$ cat config.mk
export PLATFORM = sky130hd
export DESIGN_NAME = vga_pattern_scheduler
export DESIGN_NICKNAME = d
export VERILOG_FILES = /design/src/rtl/vga_pattern_scheduler.sv
export SDC_FILE = /design/constraint.sdc
export NUM_CORES = 1
export LEC_CHECK = 0
export ABC_CLOCK_PERIOD_IN_PS = 2800
export CAP_MARGIN = 10
export CORE_MARGIN = 8
export CORE_UTILIZATION = 50
export DETAILED_ROUTE_END_ITERATION = 7
export PLACE_DENSITY = 0.76
export SYNTH_ARGS = -nofsm -noshare
export SYNTH_HDL_FRONTEND = slang
export SYNTH_SLANG_ARGS = --single-unit
$ cat constraint.sdc
create_clock -name CLOCK_50 -period 2.8 [get_ports CLOCK_50]
set_input_delay 0.28 -clock CLOCK_50 [delete_from_list [all_inputs] [get_ports CLOCK_50]]
set_output_delay 0.28 -clock CLOCK_50 [all_outputs]
set_load 0.01 [all_outputs]
$ cat src/rtl/vga_pattern_scheduler.sv
// Frame-synchronous pattern/RGB-mask scheduler for the VGA test-pattern datapath.
// Configuration from switches or an auto-cycle dwell timer is committed only at VS falling edges.
module vga_pattern_scheduler #(
  parameter int NUM_PATTERNS       = 5,
  parameter int FRAMES_PER_PATTERN = 60,
  parameter int DEBOUNCE_CYCLES    = 1000000,
  parameter int FRAME_CNT_W        = 16
) (
  input  logic                   CLOCK_50,
  input  logic                   reset,
  input  logic                   vga_vs,
  input  logic [2:0]             sw_mode,
  input  logic [2:0]             sw_rgb,
  input  logic                   auto_en,
  input  logic                   key_next_n,
  output logic [2:0]             pattern_sel,
  output logic [2:0]             rgb_sel,
  output logic                   update_pulse,
  output logic                   auto_active,
  output logic [FRAME_CNT_W-1:0] frame_cnt
);

  // state     | meaning
  // ST_MANUAL | pattern and mask follow the switches at each frame start
  // ST_AUTO   | pattern cycles on the dwell timer or a debounced button press
  typedef enum logic {ST_MANUAL = 1'b0, ST_AUTO = 1'b1} state_t;

  localparam int DB_W = $clog2(DEBOUNCE_CYCLES + 1);
  localparam int DW_W = $clog2(FRAMES_PER_PATTERN + 1);

  state_t state, state_nx;
  logic vs_ff1, vs_ff2, vs_prev;
  logic frame_tick;
  logic key_ff1, key_ff2, key_stable, press;
  logic [DB_W-1:0] db_cnt;
  logic [2:0] auto_idx, idx_nx, next_idx, pat_nx, rgb_nx;
  logic [DW_W-1:0] dwell, dwell_nx;
  logic pending_adv, pend_nx, upd_nx;
  logic [FRAME_CNT_W-1:0] fc_nx;

  function automatic logic [2:0] norm_code(input logic [2:0] code);
    return (32'(code) >= NUM_PATTERNS) ? 3'd0 : code;
  endfunction

  assign frame_tick  = vs_prev & ~vs_ff2;
  assign auto_active = (state == ST_AUTO);
  assign next_idx    = (auto_idx == 3'(NUM_PATTERNS - 1)) ? 3'd0 : auto_idx + 3'd1;

  // Synchronisers and button debouncer; press fires only on the stable 1->0 edge
  always_ff @(posedge CLOCK_50) begin
    if (reset) begin
      vs_ff1     <= 1'b1;
      vs_ff2     <= 1'b1;
      vs_prev    <= 1'b1;
      key_ff1    <= 1'b1;
      key_ff2    <= 1'b1;
      key_stable <= 1'b1;
      db_cnt     <= '0;
      press      <= 1'b0;
    end else begin
      vs_ff1  <= vga_vs;
      vs_ff2  <= vs_ff1;
      vs_prev <= vs_ff2;
      key_ff1 <= key_next_n;
      key_ff2 <= key_ff1;
      press   <= 1'b0;
      if (key_ff2 == key_stable) begin
        db_cnt <= '0;
      end else if (db_cnt == DB_W'(DEBOUNCE_CYCLES - 1)) begin
        key_stable <= key_ff2;
        db_cnt     <= '0;
        press      <= ~key_ff2;
      end else begin
        db_cnt <= db_cnt + 1'b1;
      end
    end
  end

  always_ff @(posedge CLOCK_50) begin
    if (reset) begin
      state        <= ST_MANUAL;
      pattern_sel  <= 3'd0;
      rgb_sel      <= 3'd0;
      update_pulse <= 1'b0;
      frame_cnt    <= '0;
      auto_idx     <= 3'd0;
      dwell        <= '0;
      pending_adv  <= 1'b0;
    end else begin
      state        <= state_nx;
      pattern_sel  <= pat_nx;
      rgb_sel      <= rgb_nx;
      update_pulse <= upd_nx;
      frame_cnt    <= fc_nx;
      auto_idx     <= idx_nx;
      dwell        <= dwell_nx;
      pending_adv  <= pend_nx;
    end
  end

  always_comb begin
    state_nx = state;
    pat_nx   = pattern_sel;
    rgb_nx   = rgb_sel;
    idx_nx   = auto_idx;
    dwell_nx = dwell;
    pend_nx  = pending_adv;
    fc_nx    = frame_cnt;
    upd_nx   = 1'b0;
    if (frame_tick) begin
      fc_nx  = frame_cnt + 1'b1;
      rgb_nx = sw_rgb;
    end
    case (state)
      ST_MANUAL: begin
        pend_nx = 1'b0;
        if (frame_tick) begin
          if (auto_en) begin
            state_nx = ST_AUTO;
            idx_nx   = pattern_sel;
            dwell_nx = '0;
          end else begin
            pat_nx = norm_code(sw_mode);
          end
        end
      end
      ST_AUTO: begin
        pend_nx = pending_adv | press;
        if (frame_tick) begin
          if (!auto_en) begin
            state_nx = ST_MANUAL;
            pat_nx   = norm_code(sw_mode);
            pend_nx  = 1'b0;
          end else if (pending_adv || dwell == DW_W'(FRAMES_PER_PATTERN - 1)) begin
            // a press landing on this very tick is kept for the next one
            idx_nx   = next_idx;
            pat_nx   = next_idx;
            dwell_nx = '0;
            pend_nx  = press;
          end else begin
            dwell_nx = dwell + 1'b1;
            pat_nx   = auto_idx;
          end
        end
      end
      default: state_nx = ST_MANUAL;
    endcase
    if (frame_tick && (pat_nx != pattern_sel || rgb_nx != rgb_sel))
      upd_nx = 1'b1;
  end

endmodule
# == After elaboration in Yosys (flattened, before gate mapping) ==
# Index checks and enable logic that the tools add are counted.
# op_classes
add_sub_neg,4
n_mul,0
n_div,0
order_cmp,1
n_eq_ne,10
n_shift,0
n_mux,29
bitwise,7
reduce_logical,7
# ops
cell,count
2-to-1 mux 3 bit,12
2-to-1 mux 6 bit,5
adder 20 x 1 -> 20 bit (second input constant),1
== test 20 bit (second input constant),1
adder 16 x 1 -> 16 bit (second input constant),1
one-hot mux 3 bit (2 select lines),2
one-hot mux 6 bit (2 select lines),1
2-to-1 mux 1 bit,7
adder 6 x 1 -> 6 bit (second input constant),1
== test 6 bit (second input constant),1
inequality test 2 bit (second input constant),3
inequality test 3 bit,2
OR reduction 3 bit,2
NOT 1 bit,5
one-hot mux 1 bit (2 select lines),2
AND reduction 4 bit,1
adder 3 x 1 -> 3 bit (second input constant),1
== test 3 bit (second input constant),1
>= comparator 3 bit (second input constant),1
logical OR 1 bit,2
inequality test 2 x 1 -> 1 bit (second input constant),1
AND reduction 2 bit,1
bitwise AND 1 bit,1
== test 1 bit,1
2 further kinds,2
# totals
ff_bits,61
latch_bits,0
ram_bits,0
rom_bits,0
inputBits,11
word_cells,74
n_memories,0

# == Depth between registers and ports, before layout ==
# logic_depth
ltp_word,10
depth_mapped,7
mapped_depth_nobuf,7

# == Least setup slack after synthesis ==
# OpenSTA, ideal clock, no wires.
# synth_timing
kind,register to register
startpoint,register dwell[0]
endpoint,register pattern_sel[1]
setup_time_ns,0.103
arrival_time_ns,1.796
setup_slack_ns,0.900
stages_incl_launch_ff,8
path_buffers,1
period_less_slack_ns,1.900
path_cell_list,dfxtp_1 > ha_1 > and3b_1 > buf_6 > a211o_1 > and2_1 > a31o_1 > a2111oi_2
# synth_between
elab_chain_len,6
# synth_lines
element,line,rtl
from (decl),37,"logic [DW_W-1:0] dwell, dwell_nx;"
from (signal assigned),96,dwell <= dwell_nx;
== test 6 bit,134,end else if (pending_adv || dwell == DW_W'(FRAMES_PER_PATTERN - 1)) begin
logical OR 1 bit,134,
2-to-1 mux 3 bit,--,
2-to-1 mux 3 bit,130,if (!auto_en) begin
2-to-1 mux 3 bit,129,if (frame_tick) begin
one-hot mux 3 bit (2 select lines),114,case (state)
to (signal assigned),91,pattern_sel <= pat_nx;
to (decl),16,"output logic [2:0] pattern_sel,"
# Every way passes these cells.
# A chain may end at the register's enable or synchronous reset.

# == Final worst setup path ==
# layout_timing
startpoint,register db_cnt[2]
endpoint,register db_cnt[19]
# layout_between
elab_chain_len,2
# layout_lines
element,line,rtl
from (decl),35,logic [DB_W-1:0] db_cnt;
from (signal assigned),74,db_cnt <= db_cnt + 1'b1;
branches (longest 2 deep; another with adder 20 x 1 -> 20 bit),--,
# Several ways; the timed one is not identified.

==> impl.org <==
** Run status
- The flow ran to the end, and the final reports show no timing, DRC or antenna violations.

** STA
- For the final routed database, the setup TNS stands at 0 ps.
- For the final database, setup skew stands at 7.250 ps.
- Final-report setup violation count :: 0
- The hold violation total from the final report came to 0.
- Max-slew violation count :: 0
- The worst pin sits at a relative slew slack of 0.5751.
- FMAX :: 0.4442 GHz
- Tmin final :: between 2000 and 2500 ps
- Transition at the pin with the smallest max-transition slack :: 637.4 ps
- Unrepaired setup endpoints after global routing :: false
- Fraction of the cycle the final worst path needs :: 0.8040

** Layout
- Layout fillers :: roughly 500
- Number of diodes :: 0
- Relative to the synthesized area, the layout overhead comes to 19.47%.
- Of the cells placed in the final design, the portion with a size suffix greater than 1 is 0.08311.
- For this run, the post-layout net count is ~380.

** Power and ir drop
- Seq pwr share :: 0.532
- Summed over all nets, the switching power comes to 0.3822 mW.
- The internal portion of the total power is about 1.3 mW.
- VDD sags by at most about 360 uV.
- Of the total power, the clock network draws 0.417.
- Summed over all cells, the static leakage comes to between 1 and 1.5 nW.
- Combinational cell fraction of total power :: 0.051
- Overall power consumption :: 1.665 mW
- Power density over the cells :: 484.0 nW/um^2
- Of the total power, the share spent switching nets is 0.2296.

** Yosys
- Library cell occupying the most area in the post-synthesis netlist :: sky130_fd_sc_hd__dfxtp_1
- Synth warnings :: 0
- In the synthesized netlist the async set-or-reset flop fraction comes to 0.
- Area share of xor/xnor cells in the synthesized design :: 0.1156
- Count of flip-flops with a built-in enable after synthesis :: 0
- Main flop type after synthesis :: sky130_fd_sc_hd__dfxtp_1
- Of the synthesized area, sequential elements account for 0.4242.
- Area share of the leading cell type in the synthesized netlist :: 0.4242
- Of the total synthesized cell area, the portion taken by full adders, half adders and majority gates is 0.02173.
- The complex-gate fraction of the synthesized area came to 0.1160.
- Proportion of synthesized area in mux cells :: 0.003911
- By area, the combinational part of the netlist is dominated by simple AND/OR/NAND/NOR gates.
- Counting flops and latches in the post-synthesis netlist gives 61.
- Counting every net in the synthesized netlist gives ~350.
- Share of synthesized cell area in and, or, nand and nor gates :: 0.2877
- After synthesis, the mean cell area works out to between 8 and 9 um^2.
- Yosys attributes the largest share of cell area to sky130_fd_sc_hd__dfxtp_1 (42%), sky130_fd_sc_hd__xnor2_1 (7.0%), sky130_fd_sc_hd__nor2_1 (6.5%), sky130_fd_sc_hd__xor2_1 (4.6%), sky130_fd_sc_hd__nand2_1 (3.8%).
- In this run the cell area of the synthesized design comes to ~2900 um^2.
- In this run, distinct cell masters in the synthesized netlist total 45.
- Gate count after technology mapping :: about 340

** Setup path
- Worst-path maximum fanout :: 20
- The largest single stage delay on the critical path is slightly above 600 ps.
- The worst register-to-register path has a setup slack of approximately 550 ps.
- Among all stages on the critical path, the largest delay is contributed by sky130_fd_sc_hd__or3_1.
- Data on the critical path is required at its endpoint by approximately 3000 ps.
- By startpoint and endpoint, the worst setup path is classified as reg2reg.
- The number of buffers and inverters on the critical path is 0.
- The signal on the critical path passes through and4_1, nand2_1, nor4_1, or3_1, nor2_1.
- The number of cells on the worst reg-to-reg path is 5.
- Category of the worst setup path launch point :: flop
- In this run the critical register-to-register path is launched from db_cnt[2]$_SDFF_PP0_.
- CP top delay family :: simple AND/OR/NAND/NOR gates
- First element of the critical path :: db_cnt[2]$_SDFF_PP0_
- End of the worst register-to-register path :: db_cnt[19]$_SDFF_PP0_
- STA puts the critical path data arrival time at 2440 ps.
- Sort of element at the end of the critical path :: flop

** Die
- The initial utilization of the core area, before any placement, comes to 0.5196.
- During I/O placement, the number of pins put on the boundary was 35.
- Die span in y :: 91.88 um
- Width of the die :: 91.88 um
- Standard-cell row count :: 27
- Placeable core region :: 5540 um^2
- Die Area :: 8442 um^2

** GRT
- The initial antenna violation count was 0.
- Summed over all layers, the global routing overflow is 0.
- For this run, the total global-route usage over all layers was measured as 0.1443.
- The via count of the first global-routing pass came to between 2000 and 2500.
- Pin count of the biggest net entering global routing :: 40
- The first global-routing pass estimated between 10000 and 15000 um of wire.

** CTS
- Clock network latency to the later pin of the worst-skew pair :: about 340 ps
- Sink Count :: 61
- TritonCTS built the clock tree.
- Maximum level of the CTS H-tree :: 3
- CTS clk-pin slew, worst paths :: about 60 ps
- No sink is reached through more buffers than the 2 on the longest clock path.
- Post-CTS resize count :: 0
- The number of clock buffers added by TritonCTS is 9.
- Hold repair after CTS inserted 0 buffers.
- Clk root buf :: sky130_fd_sc_hd__clkbuf_8
- Number of post-CTS setup repair buffers :: 0

** Drt
- Detailed routing inserted a total of between 2000 and 2500 vias.
- First-pass DRT Iterations :: 4
- Routed wirelength normalized by instance count :: approximately 13 um
- After detailed routing, the number of remaining DRC violations is 0.
- The routed design has roughly 5800 um of wire.
- The detail route stage leaves a number of antenna-violating nets equal to 0.
- In the routed layout, each cell is associated on average with a via count of around 5.4.
- DRC violation total after the first TritonRoute iteration :: 182

** Placement
- Detailed placement HPWL :: 4113 um
- Final Wtd Congestion :: ~0.83
- The count of buffers added on input and output ports is 34.

** Min path
- Worst min path class :: reg2reg
- The startpoint identified for the worst hold timing path is key_ff1$_SDFF_PP1_.
- The worst hold path terminates at key_ff2$_SDFF_PP1_.
- Along the worst hold path, the cell count comes to 1.

** Flow run
- The tool flagged a number of max-cap violations equal to 0.
-- state kept, by name, indices dropped and copies added, names as in the netlist, named ones only --
| name | cells |
|---|---|
| rgb_sel | 3 |
| dwell | 6 |
| pending_adv | 1 |
| vs_ff2 | 1 |
| update_pulse | 1 |
| key_ff2 | 1 |
| press | 1 |
| pattern_sel | 3 |
| vs_ff1 | 1 |
| vs_prev | 1 |
| db_cnt | 20 |
| auto_idx | 3 |
| key_stable | 1 |
| key_ff1 | 1 |
| frame_cnt | 16 |
-- worst max-delay path by stage --
stage	depth (start not counted)	endpoint
after floorplan	7	pattern_sel[1]$_SDFF_PP0_
after global placement	5	db_cnt[17]$_SDFF_PP0_
after detailed placement	5	db_cnt[17]$_SDFF_PP0_
after CTS	5	db_cnt[19]$_SDFF_PP0_
after global routing	5	db_cnt[19]$_SDFF_PP0_
final	5	db_cnt[19]$_SDFF_PP0_
-- logic make-up after synthesis --
family                     Yosys count
and+or+nand+nor                    163
DFF                                 61
AOI/OAI and AO/OA                   46
adders and majority gates            5
xor gates and xnor gates            38
buffers and inverters               21
muxes                                1
-- power groups by stage --
stage | clock network (mW) | logic (mW) | registers [mW]
6_report | 0.694 | 0.0842 | 0.886
5_1_grt | 0.754 | 0.0920 | 0.887
4_1_cts | 0.719 | 0.0847 | 0.886
3_5_place_dp | 0 | 0.0842 | 0.906
3_3_place_gp | 0 | 0.0834 | 0.905
2_1_floorplan | 0 | 0.0491 | 0.905
-- layout make-up --
cell class | count | area (um^2) | area share
multi-input cells | 253 | 1569 | 0.4562
clock inverters | 4 | 22.52 | 0.006548
flip-flops and latches | 61 | 1221 | 0.3550
well taps | 72 | 90.09 | 0.02619
inverters | 7 | 26.28 | 0.007639
repair buffers | 36 | 355.3 | 0.1033
clock buffers | 12 | 155.1 | 0.04511
-- metal layers --
metal,vias to the layer above,wire (um),share of wire,GRT usage
li1,1240,-,-,-
met1,1121,2741,0.47,0.1676
met2,34,2804,0.48,0.2336
met3,9,233,0.040,0.05623
met4,0,68,0.012,0.05638
met5,-,0,0,0
-- metrics by stage --
step	hold slack [ps]	utilization	instances	setup slack (ps)	instance area, um^2
global placement	397.5	0.5888	429	678.2	3262
CTS	412.9	0.6208	445	534.5	3440
global route	423.6	0.6208	445	346.1	3440
detailed placement	396.6	0.5888	429	542.9	3262
finish	410.8	0.6208	445	548.7	3440
floorplan	383.8	-	335	900.3	2879
-- cells in the final DEF (no fill, tap or decap), types with 3 or more instances in the layout --
master                            Yosys  layout
sky130_fd_sc_hd__nor4_1              12      12
sky130_fd_sc_hd__nor2b_1              4       4
sky130_fd_sc_hd__nor2_1              50      50
sky130_fd_sc_hd__or3_1                6       6
sky130_fd_sc_hd__clkbuf_8             0      11
sky130_fd_sc_hd__xnor2_1             23      23
sky130_fd_sc_hd__nand3_1             10      10
sky130_fd_sc_hd__a2111oi_2            4       4
sky130_fd_sc_hd__xor2_1              15      15
sky130_fd_sc_hd__and3_1               4       4
sky130_fd_sc_hd__or2_2                5       5
sky130_fd_sc_hd__nor3_1               8       8
sky130_fd_sc_hd__clkinv_2             0       3
sky130_fd_sc_hd__a21oi_1             19      19
sky130_fd_sc_hd__nand2b_1             5       5
sky130_fd_sc_hd__inv_1                7       7
sky130_fd_sc_hd__nand4_1             12      12
sky130_fd_sc_hd__nand2_1             29      29
sky130_fd_sc_hd__and2_1               4       4
sky130_fd_sc_hd__clkdlybuf4s50_1      0      34
sky130_fd_sc_hd__ha_1                 5       5
sky130_fd_sc_hd__dfxtp_1             61      61
sky130_fd_sc_hd__and3b_1              4       4
sky130_fd_sc_hd__nor3b_1              3       3
sky130_fd_sc_hd__o21ai_0              5       5
sky130_fd_sc_hd__a211o_1              3       3
-- cell usage after synthesis (2+ instances only) --
library cell,count
sky130_fd_sc_hd__buf_2,2
sky130_fd_sc_hd__and2_1,4
sky130_fd_sc_hd__nor2_1,50
sky130_fd_sc_hd__or3_1,6
sky130_fd_sc_hd__inv_1,7
sky130_fd_sc_hd__a311oi_1,2
sky130_fd_sc_hd__or2_2,5
sky130_fd_sc_hd__a31oi_1,2
sky130_fd_sc_hd__and3b_1,4
sky130_fd_sc_hd__clkbuf_1,10
sky130_fd_sc_hd__and4_1,2
sky130_fd_sc_hd__and3_1,4
sky130_fd_sc_hd__ha_1,5
sky130_fd_sc_hd__xor2_1,15
sky130_fd_sc_hd__nand4_1,12
sky130_fd_sc_hd__nor3b_1,3
sky130_fd_sc_hd__a21o_1,2
sky130_fd_sc_hd__o21ai_0,5
sky130_fd_sc_hd__xnor2_1,23
sky130_fd_sc_hd__a211o_1,3
sky130_fd_sc_hd__nor3_1,8
sky130_fd_sc_hd__nor2b_1,4
sky130_fd_sc_hd__a21oi_1,19
sky130_fd_sc_hd__dfxtp_1,61
sky130_fd_sc_hd__nand2_1,29
sky130_fd_sc_hd__nand3_1,10
sky130_fd_sc_hd__nor4_1,12
sky130_fd_sc_hd__a41o_1,2
sky130_fd_sc_hd__a2111oi_2,4
sky130_fd_sc_hd__nand2b_1,5
(Power assumes the default switching activity.)
